`src/rtl/clock_pkg.sv`:
```
// clock_pkg
// Shared field widths, legal maxima and a range-check helper for the
// time-of-day datapath. The time-setting and alarm-compare stages import
// this package as well, so every stage agrees on the field encodings.
package clock_pkg;

    localparam int H_W = 5;
    localparam int M_W = 6;
    localparam int S_W = 6;

    localparam logic [H_W-1:0] HOURS_MAX = 5'd23;
    localparam logic [M_W-1:0] MIN_MAX   = 6'd59;
    localparam logic [S_W-1:0] SEC_MAX   = 6'd59;

    // True when every field lies in its legal range. Comparisons are made
    // at the field widths, so codes 24..31 and 60..63 are rejected.
    function automatic logic time_is_valid(
        input logic [H_W-1:0] h,
        input logic [M_W-1:0] m,
        input logic [S_W-1:0] s
    );
        return (h <= HOURS_MAX) && (m <= MIN_MAX) && (s <= SEC_MAX);
    endfunction

endpackage

```
`src/rtl/time_of_day_counter_if.sv`:
```
// time_of_day_counter_if
// Bundles the control, load and time/strobe signals of the time-of-day
// counter.
//   master : drives run/load/H_IN/M_IN/S_IN, observes time and strobes
//   slave  : the counter itself (inverse directions)
interface time_of_day_counter_if;
    import clock_pkg::*;

    logic           run;
    logic           load;
    logic [H_W-1:0] H_IN;
    logic [M_W-1:0] M_IN;
    logic [S_W-1:0] S_IN;
    logic [H_W-1:0] H_OUT;
    logic [M_W-1:0] M_OUT;
    logic [S_W-1:0] S_OUT;
    logic           sec_pulse;
    logic           midnight;
    logic           load_err;

    modport master (
        output run, load, H_IN, M_IN, S_IN,
        input  H_OUT, M_OUT, S_OUT, sec_pulse, midnight, load_err
    );

    modport slave (
        input  run, load, H_IN, M_IN, S_IN,
        output H_OUT, M_OUT, S_OUT, sec_pulse, midnight, load_err
    );

endinterface

```
`src/rtl/tick_prescaler.sv`:
```
// tick_prescaler
// Divides clk down to TICK_HZ. The counter runs 0..CLK_HZ/TICK_HZ-1 while
// en is high and wraps; tick is asserted combinationally during the wrap
// cycle so the consumer can act on the very same edge.
// Ports:
//   clk   : system clock
//   reset : synchronous, active-low reset
//   en    : count enable; the counter holds while low
//   clr   : synchronous clear to 0, takes priority over counting
//   tick  : high in the cycle whose edge wraps the counter
module tick_prescaler #(
    parameter int CLK_HZ  = 100000000,
    parameter int TICK_HZ = 1
) (
    input  logic clk,
    input  logic reset,
    input  logic en,
    input  logic clr,
    output logic tick
);

    localparam int DIV   = CLK_HZ / TICK_HZ;
    // Keep at least one bit so a divide-by-one build still elaborates.
    localparam int CNT_W = (DIV > 1) ? $clog2(DIV) : 1;
    localparam logic [CNT_W-1:0] TERM = CNT_W'(DIV - 1);

    logic [CNT_W-1:0] cnt_reg;
    logic [CNT_W-1:0] cnt_next;

    assign tick = en && (cnt_reg == TERM);

    always_comb begin
        cnt_next = cnt_reg;
        if (clr) begin
            cnt_next = '0;
        end else if (en) begin
            cnt_next = tick ? '0 : cnt_reg + 1'b1;
        end
    end

    always_ff @(posedge clk) begin
        if (!reset) begin
            cnt_reg <= '0;
        end else begin
            cnt_reg <= cnt_next;
        end
    end

endmodule

```
`src/rtl/time_of_day_counter.sv`:
```
// time_of_day_counter
// Free-running 24-hour clock. A prescaler produces a once-per-second tick;
// on that edge the seconds/minutes/hours carry chain advances. A one-cycle
// load replaces the time when every field is legal, otherwise it is
// rejected with a load_err pulse.
// Ports:
//   clk   : system clock
//   reset : synchronous, active-low reset
//   bus   : slave side of time_of_day_counter_if
//           (run, load, H_IN/M_IN/S_IN in; H_OUT/M_OUT/S_OUT,
//            sec_pulse, midnight, load_err out)
module time_of_day_counter
    import clock_pkg::*;
#(
    parameter int CLK_HZ  = 100000000,
    parameter int TICK_HZ = 1
) (
    input  logic                   clk,
    input  logic                   reset,
    time_of_day_counter_if.slave   bus
);

    logic [H_W-1:0] h_reg, h_next;
    logic [M_W-1:0] m_reg, m_next;
    logic [S_W-1:0] s_reg, s_next;
    logic           sec_pulse_reg, sec_pulse_next;
    logic           midnight_reg, midnight_next;
    logic           load_err_reg, load_err_next;

    logic           tick;
    logic           load_valid;

    assign load_valid = bus.load && time_is_valid(bus.H_IN, bus.M_IN, bus.S_IN);

    // Only an accepted load restarts the second; a rejected load leaves the
    // prescaler phase alone so the running second is not stretched.
    tick_prescaler #(
        .CLK_HZ  (CLK_HZ),
        .TICK_HZ (TICK_HZ)
    ) u_prescaler (
        .clk   (clk),
        .reset (reset),
        .en    (bus.run),
        .clr   (load_valid),
        .tick  (tick)
    );

    always_comb begin
        h_next         = h_reg;
        m_next         = m_reg;
        s_next         = s_reg;
        sec_pulse_next = 1'b0;
        midnight_next  = 1'b0;
        load_err_next  = 1'b0;

        // A load in the tick cycle wins and the tick is simply dropped.
        if (bus.load) begin
            if (load_valid) begin
                h_next = bus.H_IN;
                m_next = bus.M_IN;
                s_next = bus.S_IN;
            end else begin
                load_err_next = 1'b1;
            end
        end else if (tick) begin
            sec_pulse_next = 1'b1;
            if (s_reg == SEC_MAX) begin
                s_next = '0;
                if (m_reg == MIN_MAX) begin
                    m_next = '0;
                    if (h_reg == HOURS_MAX) begin
                        h_next        = '0;
                        midnight_next = 1'b1;
                    end else begin
                        h_next = h_reg + 1'b1;
                    end
                end else begin
                    m_next = m_reg + 1'b1;
                end
            end else begin
                s_next = s_reg + 1'b1;
            end
        end
    end

    always_ff @(posedge clk) begin
        if (!reset) begin
            h_reg         <= '0;
            m_reg         <= '0;
            s_reg         <= '0;
            sec_pulse_reg <= 1'b0;
            midnight_reg  <= 1'b0;
            load_err_reg  <= 1'b0;
        end else begin
            h_reg         <= h_next;
            m_reg         <= m_next;
            s_reg         <= s_next;
            sec_pulse_reg <= sec_pulse_next;
            midnight_reg  <= midnight_next;
            load_err_reg  <= load_err_next;
        end
    end

    assign bus.H_OUT     = h_reg;
    assign bus.M_OUT     = m_reg;
    assign bus.S_OUT     = s_reg;
    assign bus.sec_pulse = sec_pulse_reg;
    assign bus.midnight  = midnight_reg;
    assign bus.load_err  = load_err_reg;

endmodule

```
`src/flat_wrapper.sv`:
```
// flat-port wrapper written by rule: the top's interface ports become plain ports
module time_of_day_counter_flat import clock_pkg::*;
#(
    parameter int CLK_HZ  = 100000000,
    parameter int TICK_HZ = 1
)
  (clk, reset, bus_run, bus_load, bus_H_IN, bus_M_IN, bus_S_IN, bus_H_OUT, bus_M_OUT, bus_S_OUT, bus_sec_pulse, bus_midnight, bus_load_err);
  time_of_day_counter_if bus_i ();
  input  logic clk;
  input  logic reset;
  input wire logic [$bits(bus_i.run)-1:0] bus_run;
  input wire logic [$bits(bus_i.load)-1:0] bus_load;
  input wire logic [$bits(bus_i.H_IN)-1:0] bus_H_IN;
  input wire logic [$bits(bus_i.M_IN)-1:0] bus_M_IN;
  input wire logic [$bits(bus_i.S_IN)-1:0] bus_S_IN;
  output wire logic [$bits(bus_i.H_OUT)-1:0] bus_H_OUT;
  output wire logic [$bits(bus_i.M_OUT)-1:0] bus_M_OUT;
  output wire logic [$bits(bus_i.S_OUT)-1:0] bus_S_OUT;
  output wire logic [$bits(bus_i.sec_pulse)-1:0] bus_sec_pulse;
  output wire logic [$bits(bus_i.midnight)-1:0] bus_midnight;
  output wire logic [$bits(bus_i.load_err)-1:0] bus_load_err;
  assign bus_i.run = bus_run;
  assign bus_i.load = bus_load;
  assign bus_i.H_IN = bus_H_IN;
  assign bus_i.M_IN = bus_M_IN;
  assign bus_i.S_IN = bus_S_IN;
  assign bus_H_OUT = bus_i.H_OUT;
  assign bus_M_OUT = bus_i.M_OUT;
  assign bus_S_OUT = bus_i.S_OUT;
  assign bus_sec_pulse = bus_i.sec_pulse;
  assign bus_midnight = bus_i.midnight;
  assign bus_load_err = bus_i.load_err;
  time_of_day_counter #(.CLK_HZ(CLK_HZ), .TICK_HZ(TICK_HZ)) u_core (.clk(clk), .reset(reset), .bus(bus_i));
endmodule
```
`config.mk`:
```
export PLATFORM = sky130hd
export DESIGN_NAME = time_of_day_counter_flat
export DESIGN_NICKNAME = d
export VERILOG_FILES = /design/src/rtl/clock_pkg.sv /design/src/rtl/time_of_day_counter_if.sv /design/src/rtl/tick_prescaler.sv /design/src/rtl/time_of_day_counter.sv /design/src/flat_wrapper.sv
export SDC_FILE = /design/constraint.sdc
export NUM_CORES = 1
export LEC_CHECK = 0
export CAP_MARGIN = 20
export CORE_UTILIZATION = 53
export CTS_CLUSTER_SIZE = 24
export DETAILED_ROUTE_END_ITERATION = 10
export GPL_ROUTABILITY_DRIVEN = 0
export PLACE_DENSITY = 0.77
export SYNTH_ARGS = -nofsm -noshare
export SYNTH_HDL_FRONTEND = slang
export SYNTH_SLANG_ARGS = --single-unit
export TNS_END_PERCENT = 50
```
`constraint.sdc`:
```
create_clock -name clk -period 2.5 [get_ports clk]
set_input_delay 0.75 -clock clk [delete_from_list [all_inputs] [get_ports clk]]
set_output_delay 0.75 -clock clk [all_outputs]
set_load 0.02 [all_outputs]
```
==> metrics.txt, run 1 <==
Syn Std Cell Area=2440 µm²; vias per inst=5.92; Die Span Y=roughly 70 µm; Hold Fails Final Rpt=0; worst hold start=u_core.u_prescaler.cnt_reg[1]; clock latency on the worst-skew pair=approximately 300 ps; nets=369; die footprint=4880 µm²; family with the most delay on the worst path=simple AND/OR/NAND/NOR gates; post-cts resize count=0; ys async rst share=0%; static leakage=1.14 nW; CP arrival=2530 ps; Power Dens Cells=509 nW/µm²; CP endpoint kind=flop; Hold Path Class=reg2reg; Clock Sinks=47; Non-Filler Instances=396; cell count after synthesis=294; floorplan core area=4380 µm²; Peak VDD IR=0.382 mV; crit path kind=in2reg; Top Ports=between 40 and 50; crit path to=u_core.bus.M_OUT[0]; met2 Use GR=39.3%; register area share after synthesis=38.6%; max frequency=430 MHz; routing usage on met3=5.38%; n_diodes=0; initial antenna violation count=0; R2R Path Start=u_core.u_prescaler.cnt_reg[18]; net count after synthesis=between 300 and 400; Via Count=approximately 2,300; Die Span X=69.8 µm; Max Cap Viol=0; setup slack, reg-to-reg=~400 ps; M1 GR Usage=34.9%; PortBufs=40; measured slew at the worst slew-check pin=~640 ps; Post-route DRC=0; max reg flops=27; layout cells sized above 1=8.43%; synth-to-layout area growth=26.4%; Avg Synthesized Cell Area=8.29 µm²; count of final setup violators=0; CP bufs+invs=1; standard-cell rows=24; Syn. warnings=0; Worst R2R End=u_core.bus.M_OUT[0]; status=complete, no violations; clk slew on worst S/H paths=around 90 ps; Top FF cell, synth=dfxtp_1; crit start category=input pin; GR peak layer=met2; fin util=70.3%; fin crit share=between 90% and 100%; post-CTS setup buffers=0; DRT Pass-1 Iters=4; Worst path depth=6; CTS tree=yes; commonest non-fill, non-tap cell in the layout=dfxtp_1; routed length per placed instance=14.6 µm; Final Skew=7.34 ps; normalized max-slew margin=57.2%; slowest cell on the critical path=clkdlybuf4s50_1; first-pass GRT wire length=9.82 mm; H-tree depth=2; CTS hold repair buffers=0; Starting Density=a little under three fifths; Setup crit start=bus_run; CTS root buf=clkbuf_8; largest net degree at the start of global routing=26; Total Routing Usage GR=between 20% and 30%; Clock Path Buffers=2; Synth Register Bits=47; CP cell instances=clkdlybuf4s50_1 > nand4_1 > nor4_4 > and4_1 > o221ai_1 > o311a_1; grt ovf=0; critical path required time=2700 ps; Synth cell types=48; Max Slew Vio Count=0; drt initial violations=160; CTS Buf Count=5; Largest stage delay, worst path=480 ps; RSZ-0062 raised after global routing=false; Post-DRT Antenna Nets=0; most frequent cells in the layout=dfxtp_1, nor2_1, clkdlybuf4s50_1; placed cell count=389; Routed WL=5.77 mm; post-DP HPWL=4.14 mm; CP max FO=8; FF-to-FF path depth=5; Final min period=~2300 ps; number of global-route vias before repair=roughly 2,100; Post-synth EDFFs=0
## metrics by stage
stage | area, µm² | TNS [ps] | setup slack (ps) | hold slack [ps] | total power [mW]
after floorplan | 2440 | 0 | 242 | 462 | 0.925
after global routing | 3080 | 0 | 29.4 | 522 | 1.63
after global placement | 2980 | -910 | -123 | 481 | 1.03
after CTS | 3080 | 0 | 165 | 497 | 1.58
after detailed placement | 2980 | -1120 | -144 | 486 | 1.03
final | 3080 | 0 | 175 | 491 | 1.57
## cells by family after synthesis
logic type	after synthesis	synth area share, %
compound gates	56	16.0
xor+xnor	27	9.70
fa+ha+maj	4	2.05
buf+inv	21	3.85
flops	47	38.6
mux	3	1.23
simple gates	136	28.6
## synthesized netlist by cell type (all sizes together), types with 7 or more instances
cell type  count  area [µm²]
nor2          43         161
a21oi         10        50.1
nand3         20         100
clkbuf         9        33.8
nand4         11        68.8
inv            7        26.3
o21ai          9        45.0
dfxtp         47         941
xnor2          9        78.8
xor2          18         158
nand2         27         101
and3           9        58.8
## worst reg2reg max path, stage by stage (launching register included)
cell and delay, ps:
dfxtp_1 430, or4b_4 510, nor4_4 330, and4_1 410, o221ai_1 150, o311a_1 160
## layer usage
metal | vias to the layer above | share of wire, %
met4 | 0 | 0.59
met2 | 54 | 47
met1 | 1119 | 48
met5 | - | 0
li1 | 1167 | -
met3 | 4 | 4.5
## how the worst min path moves through the flow
stage	endpoint	slack, ps	depth (start not counted)
CTS	u_core.u_prescaler.cnt_reg[1]	500	2
finish	u_core.u_prescaler.cnt_reg[1]	490	2
floorplan	u_core.u_prescaler.cnt_reg[1]	460	2
detailed placement	u_core.u_prescaler.cnt_reg[1]	490	2
global placement	u_core.u_prescaler.cnt_reg[1]	480	2
global route	u_core.u_prescaler.cnt_reg[1]	520	2
## final cells by class
class | count | area, µm²
sequential | 47 | 941
clock buffer | 5 | 68.8
fill | 380 | 1300
tap | 52 | 65.1
timing repair buffer | 57 | 541
clock inverter | 2 | 37.5
inverter | 7 | 26.3
multi-input combinational | 226 | 1400
## power breakdown
group | switching, mW | internal (mW)
registers | 0.0271 | 0.769
logic | 0.110 | 0.112
clock network | 0.258 | 0.292
total | 0.395 | 1.17
Power figures use the tool's default switching activity.
==> inputs of run 2 (changes only) <==
CORE_UTILIZATION = 48   (was 53)
PLACE_DENSITY = 0.73   (was 0.77)
clock period = 1.9 ns   (was 2.5 ns; I/O delays follow)
==> run 2 against run 1 <==
Clock skew decreased by 3.0 ps. Utilization increased by 3.4 points. Via count increased by 8.2%.
==> metrics.txt, run 2 (synthesis gave the netlist of run 1 again) <==
status=complete, no violations; number of global-route vias before repair=between 2,000 and 2,500; largest net degree at the start of global routing=25; Hold Path Class=reg2reg; nets=403; Area after DPL=3210 µm²; max reg flops=27; Starting Density=50.6%; CP arrival=approximately 2100 ps; first-pass GRT wire length=11.4 mm; final instance area=~3600 µm²; Total Routing Usage GR=27.7%; floorplan core area=4820 µm²; PortBufs=40; max frequency=approximately 530 MHz; Max Cap Viol=0; switching fraction of total power=26.0%; clock latency on the worst-skew pair=310 ps; CTS Buf Count=5; multi-input logic area=1570 µm²; DRT Pass-1 Iters=5; count of final setup violators=0; Sequential Power Share=between 40% and 50%; crit start category=flop; CTS tree=yes; Psw=0.554 mW; crit path kind=reg2reg; Clock Sinks=47; static leakage=1.51 nW; RSZ-0062 raised after global routing=true; n_diodes=0; initial antenna violation count=0; CTS root buf=clkbuf_8; fin util=73.7%; Top Ports=41; Die Span X=between 70 and 80 µm; drt initial violations=178; Setup TNS Final=0 ps; register area=~940 µm²; H-tree depth=2; measured slew at the worst slew-check pin=about 450 ps; Peak VDD IR=0.405 mV; number of fill cells=360; Post-DRT Antenna Nets=0; routed length per placed instance=between 15 and 20 µm; Clock Path Buffers=2; clk slew on worst S/H paths=~90 ps; Routed WL=between 6 and 7 mm; vias per inst=about 5.7; CP endpoint kind=flop; standard-cell rows=25; placed cell count=433; fin crit share=99.6%; critical path required time=2140 ps; Max Slew Vio Count=0; Via Count=around 2,500; Non-Filler Instances=445; clock network power share=34.0%; post-DP HPWL=4.56 mm; commonest non-fill, non-tap cell in the layout=dfxtp_1; most frequent cells in the layout=dfxtp_1, buf_4, nor2_1; grt ovf=0; Post-route DRC=0; synth-to-layout area growth=45.6%; layout cells sized above 1=approximately 24%; die footprint=roughly 5400 µm²; CP max FO=6; Power Dens Cells=601 nW/µm²; internal power=between 1.5 and 2 mW; combinational share of power=17.1%; normalized max-slew margin=70.1%; Hold Fails Final Rpt=0; Final min period=about 1900 ps; Die Span Y=73.3 µm; Final Skew=4.35 ps
## run 2: cell count changes in the layout (fill, tap and decap cells not counted), sizes merged
cell | before | now
buf | 17 | 51
clkdlybuf4s50 | 40 | 23
dlygate4sd2 | 0 | 11
dlymetal6s2s | 0 | 6
clkbuf | 5 | 6
clkinvlp | 1 | 0
## run 2: worst paths after layout
check	cells after the start	from	end	slack, ps
setup / recovery	6	u_core.u_prescaler.cnt_reg[19]	u_core.bus.M_OUT[2]	8
hold / removal	2	u_core.u_prescaler.cnt_reg[26]	u_core.u_prescaler.cnt_reg[26]	520
setup reg to reg	6	u_core.u_prescaler.cnt_reg[19]	u_core.bus.M_OUT[2]	8
hold reg to reg	2	u_core.u_prescaler.cnt_reg[26]	u_core.u_prescaler.cnt_reg[26]	520
## run 2: power groups by stage
stage	Combinational, mW	Clock, mW	Sequential, mW
floorplan	0.128	0	1.09
global placement	0.317	0	1.06
detailed placement	0.320	0	1.06
CTS	0.347	0.733	1.04
global route	0.390	0.760	1.05
finish	0.365	0.726	1.04
## run 2: critical path, cell delays in order, from the launching register on
cell and delay (ps):
dfxtp_2 320, or4b_4 550, nor4_4 230, buf_6 170, and4b_2 320, nand3_2 80, a31oi_1 160
## run 2: cell type report
type	count	area share (%)
multi-input cells	226	44.3
flip-flops and latches	47	26.5
repair buffers	91	23.2
well taps	67	2.36
clock buffers	6	2.04
clock inverters	1	0.846
inverters	7	0.740
## run 2: stage by stage
stage	hold WS (ps)	setup slack, ps	power, mW
6_report	518	8.47	2.13
2_1_floorplan	462	-3.89	1.22
3_5_place_dp	507	-659	1.38
4_1_cts	517	-61.4	2.12
5_1_grt	545	-57.4	2.20
3_3_place_gp	497	-553	1.38
## run 2: routing by layer
metal  global-route usage (%)  wire length, µm
met5                        0                0
met4                     11.8              138
met3                     3.98              440
met2                     43.6             3100
met1                     38.0             3080
## run 2: repair_timing
item,4_1_cts,5_1_grt
endpoints found under the setup margin,54,47
pin swaps,24,11
hold buffers,0,0
gates resized for setup,54,18
setup buffers,5,0
cloned,1,0
==> RTL change (settings of run 1) <==
One comparison of `cnt_reg` changes from == to >=.
--- a/src/rtl/tick_prescaler.sv
+++ b/src/rtl/tick_prescaler.sv
@@ -29,3 +29,3 @@
 
-    assign tick = en && (cnt_reg == TERM);
+    assign tick = en && (cnt_reg >= TERM);
 
Formal check against the unedited RTL: same outputs for any inputs over 10 cycles, from zero or initial values and one cycle with reset low; that may be too few to reach the edited logic, so the function may still have changed.
==> RTL change against run 1 <==
  * Sequential cell count unchanged
  * Count of clock-buffer cells in the layout unchanged
  * Final cell count up 8.8%
  * Power down 3.9%
  * Synthesized cell count up 6.5%
  * Area after synthesis up 6.9%
  * Largest cell class unchanged
  * Critical path depth unchanged
  * Hold slack better by 12 ps
  * Utilization down 2.3 points
  * Final area up 4.2%
  * Critical endpoint is now u_core.u_prescaler.cnt_reg[26]$_SDFFE_PP0P_
  * Worst setup slack worse by 58 ps
  * Combinational power up 3%
  * Routed wire length up 3.1%
==> RTL change: results (changes against run 1) <==
=====================================================================================================
Run status                                                                               finished clean
Metal3 WL                                                                                      315 µm   +20%
Met2 demand-to-capacity share in global routing                                                 35.6%   -3.7 points
Clock power frac                                                                                31.9%   -3.2 points
Standard cell with the maximum stage delay on the critical path                          sky130_fd_sc_hd__or4b_4
Met1 usage in global routing                                                                    32.4%   -2.6 points
Layout fillers                                                                                    400   +5.3%
Fraction of the mapped netlist area in compound gates                                           16.8%   +0.80 points
All-Layer GR Usage                                                                              23.3%   -1.6 points
Comb power frac                                                                                 15.2%   +1.0 points
Post-detail-place hpwl                                                                        4420 µm   +6.7%
Final clock skew                                                                              10.9 ps   +3.59 ps
Comb_multi_in                                                                                     248   +9.7%
Final Net Count                                                                                   388   +5.1%
Sequential cell area share                                                                      29.3%   -1.2 points
DRC marker count from the first detailed-route iteration                                          204   +28%
Dominant cells by area after synthesis                                                   sky130_fd_sc_hd__dfxtp_1 (36%), sky130_fd_sc_hd__nand2_1 (7.2%), sky130_fd_sc_hd__nor2_1 (6.0%), sky130_fd_sc_hd__xor2_1 (6.0%), sky130_fd_sc_hd__mux2i_1 (3.5%)
Worst voltage drop across the vdd grid                                                     0.000278 V   -27%
Data buffer area share                                                                          16.0%   -1.6 points
H-tree levels                                                                                       2   unchanged
Post-synthesis share of cell area spent on full adders, half adders and majority gates          1.92%   -0.13 points
Routed met2 length                                                                            2710 µm   -0.18%
WP data arrival                                                                               2560 ps   +30 ps
Placed cell areas                                                                            3120 µm²   +4.8%
Cells after Synth                                                                                 313   +6.5%
Buffers, non-clock                                                                                 55   -3.5%
Number of placed cells counting well taps                                                         423   +8.7%
Leak Pwr                                                                                      1.18 nW   +3.1%
Count of unique library cells instantiated by Yosys                                                57   +19%
Synth cell count leaders                                                                 sky130_fd_sc_hd__nand2_1 (50), sky130_fd_sc_hd__dfxtp_1 (47), sky130_fd_sc_hd__nor2_1 (42)
Layout cell share with drive strength beyond 1                                                  9.07%   +0.64 points
Worst setup slack after placement                                                            -26.4 ps   +118 ps
Worst Path Max Fanout                                                                              27   +19
Maximum number of pins on one net before global-route repair                                       28   +7.7%
Stage delay of the slowest cell on the critical path                                           560 ps   +80 ps
Count of inverters other than clock inverters in the layout                                         6   -1
Internal power component                                                                      1.08 mW   -7.6%
Vias per inst                                                                                    5.73   -3.3%
Cell Count, Final, Fillers Out                                                                    431   +8.8%
Number of global-route vias before repair                                                        2162   +3.4%
Total standard cell area after synthesis                                                     2610 µm²   +6.9%
M1 WL                                                                                         2840 µm   +3.1%
Post-route cell area                                                                         3210 µm²   +4.2%
Area occupied by multi-input gates                                                           1560 µm²   +11%
GR Util met3                                                                                    4.86%   -0.52 points
Share of synthesized area occupied by flip-flops and latches                                    36.1%   -2.5 points
Synthesized-area fraction occupied by xor and xnor cells                                        8.40%   -1.3 points
Reg2reg path depth                                                                                  6   +1
Pin slew with the least headroom to its limit                                                  463 ps   -172 ps
Clock network area share                                                                        2.92%   -0.53 points
Post-Syn Nets                                                                                     338   +6.0%
Switching part of the total power                                                               28.1%   +2.9 points
Wirelength, routed                                                                            5950 µm   +3.1%
=====================================================================================================
-- RTL change: changes by cell type after synthesis, sizes merged, moves of 3 or more --
cell	delta
mux2i	+6
a31oi	-3
o31ai	+3
o311a	-3
nand3	-4
nand2	+23
o211ai	+6
nand4	+3
o21ai	-4
a21oi	-3
-- RTL change: final timing paths --
check	startpoint	slack (ps)	to
setup / recovery	u_core.u_prescaler.cnt_reg[11]$_SDFFE_PP0P_	120	u_core.u_prescaler.cnt_reg[26]$_SDFFE_PP0P_
hold / removal	u_core.bus.S_OUT[1]$_SDFFE_PN0P_	500	u_core.bus.S_OUT[1]$_SDFFE_PN0P_
setup reg to reg	u_core.u_prescaler.cnt_reg[11]$_SDFFE_PP0P_	120	u_core.u_prescaler.cnt_reg[26]$_SDFFE_PP0P_
hold reg to reg	u_core.bus.S_OUT[1]$_SDFFE_PN0P_	500	u_core.bus.S_OUT[1]$_SDFFE_PN0P_
